File: src/rtl/vector_op_sequencer.sv
`default_nettype none
// ============================================================================
// Module   : vector_op_sequencer
// Purpose  : Issues element pairs from two operand buffers to a scalar ALU and
//            collects the results into a host-readable result buffer.
// Revision : 1.0  initial release
// ============================================================================
module vector_op_sequencer #(
   parameter int DEPTH   = 16,
   parameter int IDX_W   = 4,
   parameter int LEN_W   = 5,
   parameter int ALU_LAT = 1
) (
   input  logic              clk,
   input  logic              rst_n,
   input  logic              ld_we,
   input  logic [IDX_W-1:0]  ld_idx,
   input  logic [31:0]       ld_a,
   input  logic [31:0]       ld_b,
   input  logic              start,
   input  logic [7:0]        start_op,
   input  logic [LEN_W-1:0]  start_len,
   output logic              busy,
   output logic              done,
   output logic              err,
   input  logic [IDX_W-1:0]  rd_idx,
   output logic [31:0]       rd_data,
   output logic [7:0]        alu_opcode,
   output logic [31:0]       alu_a,
   output logic [31:0]       alu_b,
   input  logic [31:0]       alu_result
);

   // One stage for the local alu_* register plus the ALU's own latency.
   localparam int c_nstg = ALU_LAT + 1;

   typedef enum logic [1:0] {
      ST_IDLE  = 2'd0,
      ST_ISSUE = 2'd1,
      ST_DRAIN = 2'd2
   } state_t;

   state_t             r_state;
   logic [7:0]         r_op;
   logic [LEN_W-1:0]   r_len;
   logic [IDX_W-1:0]   r_idx;
   logic [c_nstg-1:0]  r_tag_v;
   logic [IDX_W-1:0]   r_tag_idx [c_nstg];
   logic [31:0]        r_a   [DEPTH];
   logic [31:0]        r_b   [DEPTH];
   logic [31:0]        r_res [DEPTH];

   logic               w_idle;
   logic               w_start_ok;
   logic               w_wb;
   logic [IDX_W-1:0]   w_wb_idx;
   logic               w_last_issue;
   logic               w_last_wb;

   assign w_idle       = (r_state == ST_IDLE);
   assign w_start_ok   = ((start_op == 8'h01) || (start_op == 8'h02)) &&
                         (start_len != '0) && (start_len <= LEN_W'(DEPTH));
   assign w_wb         = r_tag_v[c_nstg-1];
   assign w_wb_idx     = r_tag_idx[c_nstg-1];
   assign w_last_issue = (LEN_W'(r_idx) == (r_len - LEN_W'(1)));
   assign w_last_wb    = w_wb && (LEN_W'(w_wb_idx) == (r_len - LEN_W'(1)));
   assign rd_data      = r_res[rd_idx];

   always_ff @(posedge clk or negedge rst_n) begin
      if (!rst_n) begin
         r_state    <= ST_IDLE;
         r_op       <= '0;
         r_len      <= '0;
         r_idx      <= '0;
         busy       <= 1'b0;
         done       <= 1'b0;
         err        <= 1'b0;
         alu_opcode <= '0;
         alu_a      <= '0;
         alu_b      <= '0;
         r_tag_v    <= '0;
         for (int s = 0; s < c_nstg; s++) r_tag_idx[s] <= '0;
      end else begin
         done <= 1'b0;
         err  <= 1'b0;
         for (int s = 1; s < c_nstg; s++) begin
            r_tag_v[s]   <= r_tag_v[s-1];
            r_tag_idx[s] <= r_tag_idx[s-1];
         end
         case (r_state)
            ST_IDLE: begin
               alu_opcode   <= '0;
               alu_a        <= '0;
               alu_b        <= '0;
               r_tag_v[0]   <= 1'b0;
               r_tag_idx[0] <= '0;
               if (start) begin
                  if (w_start_ok) begin
                     r_op    <= start_op;
                     r_len   <= start_len;
                     r_idx   <= '0;
                     busy    <= 1'b1;
                     r_state <= ST_ISSUE;
                  end else begin
                     err <= 1'b1;
                  end
               end
            end
            ST_ISSUE: begin
               alu_opcode   <= r_op;
               alu_a        <= r_a[r_idx];
               alu_b        <= r_b[r_idx];
               r_tag_v[0]   <= 1'b1;
               r_tag_idx[0] <= r_idx;
               r_idx        <= r_idx + IDX_W'(1);
               if (w_last_issue) r_state <= ST_DRAIN;
            end
            ST_DRAIN: begin
               alu_opcode   <= '0;
               alu_a        <= '0;
               alu_b        <= '0;
               r_tag_v[0]   <= 1'b0;
               r_tag_idx[0] <= '0;
               if (w_last_wb) begin
                  busy    <= 1'b0;
                  done    <= 1'b1;
                  r_state <= ST_IDLE;
               end
            end
            default: r_state <= ST_IDLE;
         endcase
      end
   end

   // Operand loads and result writeback; the tag retiring this edge names its slot.
   always_ff @(posedge clk or negedge rst_n) begin
      if (!rst_n) begin
         for (int i = 0; i < DEPTH; i++) begin
            r_a[i]   <= '0;
            r_b[i]   <= '0;
            r_res[i] <= '0;
         end
      end else begin
         if (ld_we && w_idle) begin
            r_a[ld_idx] <= ld_a;
            r_b[ld_idx] <= ld_b;
         end
         if (w_wb) r_res[w_wb_idx] <= alu_result;
      end
   end

endmodule
`default_nettype wire
File: config.mk
export PLATFORM = sky130hd
export DESIGN_NAME = vector_op_sequencer
export DESIGN_NICKNAME = d
export VERILOG_FILES = /design/src/rtl/vector_op_sequencer.sv
export SDC_FILE = /design/constraint.sdc
export NUM_CORES = 2
export LEC_CHECK = 0
export ABC_AREA = 1
export CAP_MARGIN = 25
export CELL_PAD_IN_SITES_DETAIL_PLACEMENT = 2
export CELL_PAD_IN_SITES_GLOBAL_PLACEMENT = 2
export CORE_MARGIN = 2
export CORE_UTILIZATION = 34
export DETAILED_ROUTE_END_ITERATION = 6
export GPL_TIMING_DRIVEN = 0
export PLACE_DENSITY = 0.81
export SYNTH_ARGS = -nofsm -noshare
export SYNTH_HDL_FRONTEND = slang
export SYNTH_SLANG_ARGS = --single-unit
File: constraint.sdc
create_clock -name clk -period 1.7 [get_ports clk]
set_input_delay 0.255 -clock clk [delete_from_list [all_inputs] [get_ports clk]]
set_output_delay 0.255 -clock clk [all_outputs]
set_load 0.02 [all_outputs]
**Word-level counts from Yosys, hierarchy flattened**

Cells that the tools add are included.

- Add/subtract/negate cells: 2
- Magnitude comparators: 7
- Equal/unequal tests: 10
- Multiplexer cells: 38
- Bitwise gates (word level): 4
- Reduce and logical (&&, ||, !) cells: 17

Operators with widths:

| kind | count |
|---|---|
| $bwmux 512 | 3 |
| $bmux 32 s4 | 3 |
| $demux 32 s4 | 2 |
| $mux 32 | 8 |
| $pmux 32 s2 | 2 |
| $ge 5x5->1 const B | 4 |
| $not 4->5 | 4 |
| $pmux 4 s2 | 2 |
| $pmux 8 s2 | 1 |
| $eq 4x5->1 | 2 |
| $lt 5x1->1 const B | 2 |
| $eq 8x1->1 const B | 1 |
| $eq 8x2->1 const B | 1 |
| $mux 1 | 8 |
| $mux 2 | 4 |
| $mux 4 | 2 |
| $reduce_and 4->1 | 2 |
| $logic_and 1x1->1 | 6 |
| $ne 2x2->1 const B | 3 |
| $pmux 2 s3 | 1 |
| $reduce_and 3->1 | 2 |
| $reduce_bool 2->1 | 3 |
| $le 5x5->1 const B | 1 |
| $reduce_bool 5->1 | 1 |
| 9 further kinds | 10 |

- Register bits after elaboration: 1,640
- Output and inout bits: 107
- Logic and storage cells: 140

**Longest topological paths before layout**

- Word-level depth: 7
- Depth in mapped cells: 11
- Gate-level depth less buffers: 11

**Worst setup path before layout**

No wires, ideal clock.

- Path type: input to output
- Start: in rd_idx[0]
- End: out rd_data[23]
- Data arrival time: 1.459 ns
- Required time: 1.445 ns
- Setup slack: -0.014 ns
- Stages: 9
- Path buffers: 4
- Cell sequence: buf_2 buf_2 buf_2 buf_2 a21oi_1 o21ai_0 o21ai_0 o211ai_1 nand2_1

- Word-level cells in the longest chain between the ends: 4

RTL lines:

| what | line | text |
|---|---|---|
| from (decl) | 26 | `input logic [IDX_W-1:0] rd_idx,` |
| $not 4->5 (implied by the code) | 67 | `assign rd_data = r_res[rd_idx];` |
| $bmux 32 s4 | 67 |  |
| $mux 32 (implied by the code) (2 in a row) | 67 |  |
| to (decl) | 27 | `output logic [31:0] rd_data,` |

No other way between the ends. The select of a mux whose other input is x is not followed.

**Final worst setup path**

- Start: reg r_res[456] in the netlist's numbering
- End: out rd_data[8]

- Word-level cells in the longest chain between the ends: 3

RTL lines:

| what | line | text |
|---|---|---|
| from (decl) | 51 | `logic [31:0] r_res [DEPTH];` |
| from (signal, indexed assignment) | 148 | `if (w_wb) r_res[w_wb_idx] <= alu_result;` |
| $bmux 32 s4 | 67 |  |
| $mux 32 (implied by the code) (2 in a row) | 67 |  |

No other way between the ends. The select of a mux whose other input is x is not followed.

==> flow_summary.json <==
{
  "status": "finished, violations left",
  "violations": "hold timing, setup timing",
  "root_buffer": "clkbuf_16",
  "grt_use_total_pct": 33.2,
  "yosysWarningCount": 0,
  "placed_area_um2": 78200,
  "final_layout_size_suffix_gt1_share_pct": 14.1,
  "hp-class": "in -> async",
  "end_kind": "primary output",
  "power_frac_seq_pct": 37.7,
  "wl_per_cell_um": 33.8,
  "viasPerCell": 6.18,
  "grt_pass1_vias": 77800,
  "wirelength_um": 405000,
  "dieArea_um2": 215000,
  "slowest_stage": "o211ai_1",
  "numPortBuffers": 224,
  "path_class": "reg -> out",
  "hold_violations": 144,
  "skew_ps": 58.3,
  "post-dp-hpwl_um": 250000,
  "ys_async_sr_fraction_pct": 100,
  "die_w_um": 463,
  "synth_edf_count": 0,
  "hold_ws_ps": -579,
  "dr.pass1.iters": 6,
  "p_clk_share_pct": 26.0,
  "cts.sinks": 1640,
  "cts_made_buffers": 187,
  "cpMostUsedCell": "o21ai_1",
  "clk_pin_slew_ps": 80,
  "relSlewSlack_pct": 23.5,
  "fin_crit_sh_pct": 166,
  "crit_chain": "inv_2 > a21oi_2 > o21ai_1 > o21ai_1 > o211ai_1 > nand2_1 > buf_6",
  "row_count": 168,
  "syn_area_um2": 71800,
  "combPwrFrac_pct": 36.3,
  "vias": 74100,
  "path_delay_family": "compound AO/OA/AOI/OAI gates",
  "seq_area_frac_synth_pct": 57.2,
  "power.total_uw": 165000,
  "drc": 0,
  "max_stage_delay_ps": 500,
  "worst_pin_slew_ps": 1150,
  "worstPathRequired_ps": 1440,
  "fmax_mhz": 355,
  "cts_max_level": 4,
  "clockBufferDepth": 3,
  "synth-seq-cells": 1640,
  "grt_pass1_wl_um": 533000,
  "peakVddDrop_uv": 1340,
  "yosys-top-cells-area": "dfrtp_1 57%, o21ai_0 16%, nand2_1 9.6%",
  "start_util_pct": 34.2,
  "final_design_area_no_fill_um2": 90100,
  "worst_ep_arrival_time_ps": 2560,
  "setup_ws_ps": -1120,
  "cp-start-kind": "flip-flop",
  "p_leak_uw": 0.0410,
  "nets": 9150,
  "fin_crit_ps": 2820,
  "synth_nets": 8574,
  "maxSlewViolCount": 0,
  "fillCellCount": 22500,
  "max-cap-violations": 0,
  "die-height_um": 463,
  "synth.distinct_cells": 29,
  "cts_tree": "done",
  "grt_antenna_before_repair": 27,
  "fin_util_pct": 42.9,
  "p_switching_uw": 69600,
  "final-setup-viol-count": 2012,
  "grt_overflow_total": 0,
  "p_int_uw": 95700,
  "synthTopCellsByCount": "2,224 x o21ai_0, 1,833 x nand2_1, 1,640 x dfrtp_1, 799 x nor2_1, 594 x clkbuf_1",
  "p_per_area_nw_per_um2": 1840,
  "placeableCoreArea_um2": 210000,
  "path_max_fanout": 2,
  "critPathBufInv": 2,
  "rsz0062_at_grt": "true",
  "p_sw_share_pct": 42.1,
  "synthCells": 8451,
  "drt_iter0_drc": 7846,
  "clock_latency_ps": 890,
  "pin_count": 228,
  "synth_top_cell_area_share_pct": 57.2,
  "place_congestion": 0.901,
  "syn_avg_cell_area_um2": 8.49,
  "synth.most_common_cell": "o21ai_0",
  "grt_max_degree": 186,
  "antenna_left": 0,
  "yosysTopAreaCell": "dfrtp_1",
  "ys.flop_type": "dfrtp_1",
  "syn_to_final_growth_pct": 25.5
}
logic make-up after synthesis:
logic type	Yosys count	share of synthesized area [%]
xor gates and xnor gates	3	0.0366
AOI/OAI and AO/OA	2817	21.1
DFF	1640	57.2
buffers and inverters	1063	5.76
adders and majority gates	2	0.0349
and+or+nand+nor	2926	15.9
placed cells by master, fill, tap and decap left out, types with 70 or more instances in the layout:
master,synthesis,layout
a21oi_1,151,111
o221ai_1,132,101
buf_12,0,70
clkbuf_1,594,326
inv_1,303,282
dfrtp_1,1640,1636
o21ai_0,2224,1999
buf_4,3,131
clkbuf_16,0,211
nor2_1,799,764
clkbuf_4,0,86
o211ai_1,212,212
clkbuf_2,0,117
clkdlybuf4s50_1,0,190
buf_6,0,93
nand3_1,281,222
o21ai_1,89,241
nand2_1,1833,1766
power groups by stage:
stage / Combinational [uW] / Clock, uW / Sequential, uW
2_1_floorplan: 26300 / 0 / 57800
3_3_place_gp: 42100 / 0 / 60000
3_5_place_dp: 45900 / 0 / 60400
4_1_cts: 50100 / 42300 / 60300
5_1_grt: 62800 / 44400 / 63100
6_report: 60000 / 43000 / 62300
per-stage QoR:
stage | worst slack, ps | std cells | TNS, ps | hold slack (ps)
4_1_cts | -1010 | 11900 | -1044340 | -549
2_1_floorplan | -6.52 | 8451 | -39.1 | -40.6
3_3_place_gp | -77050 | 11500 | - | 366
5_1_grt | -1160 | 12000 | -1035350 | -520
6_report | -1120 | 12000 | -813900 | -579
3_5_place_dp | -1890 | 11500 | -2113930 | 333
area by class of cell:
cell class	instances	area [um2]	area share, %
flip-flops and latches	1640	41000	45.6
inverters	314	1200	1.34
clock inverters	54	569	0.632
multi-input cells	5750	28200	31.3
diodes	12	30.0	0.0333
plain buffers	741	5190	5.76
well taps	2805	3510	3.90
repair buffers	393	4650	5.17
clock buffers	289	5690	6.32
registers in the layout (all words and copies together) (netlist names):
signal and count:
r_len 5, busy 1, alu_a 32, r_op 8, r_tag_idx 4, r_res 512, r_b 512, r_idx 4
r_a 512, r_tag_v 2, w_wb_idx 4, alu_b 32, err 1, done 1, alu_opcode 8, r_state 2
worst paths after layout:
path	startpoint	endpoint	slack [ps]	depth (start not counted)
worst max-delay path	r_res[456]	rd_data[8]	-1120	7
worst min-delay path	rst_n	alu_b[4]	-580	1
min in group clk	start	err	60	3
worst max register to register	r_idx[0]	alu_a[29]	-1030	11
worst min register to register	r_tag_v[0]	r_tag_v[1]	360	0
max in group asynchronous	rst_n	r_a[356]	-570	4
worst reg2reg max path, delay by kind of cell, from the launching register on:
kind	cells	cell delay, ps
simple gates	4	520
compound gates	2	820
flops	1	560
buf+inv	5	760
metal layers:
layer | track usage (%) | vias to the layer above | wire [um]
met1 | 41.2 | 38600 | 151000
met5 | 0 | - | 81
met4 | 20.5 | 14 | 34600
li1 | - | 29500 | -
met3 | 5.57 | 1715 | 34200
met2 | 54.1 | 4324 | 186000
repair_timing:
action,in CTS,in global routing
endpoints found under the setup margin,2040,2143
gates cloned,1,20
hold endpoints to repair,138,138
buffers inserted,49,73
gates resized for setup,836,1268
pin swaps,98,99
No activity file was read; power rests on OpenSTA's default activity.
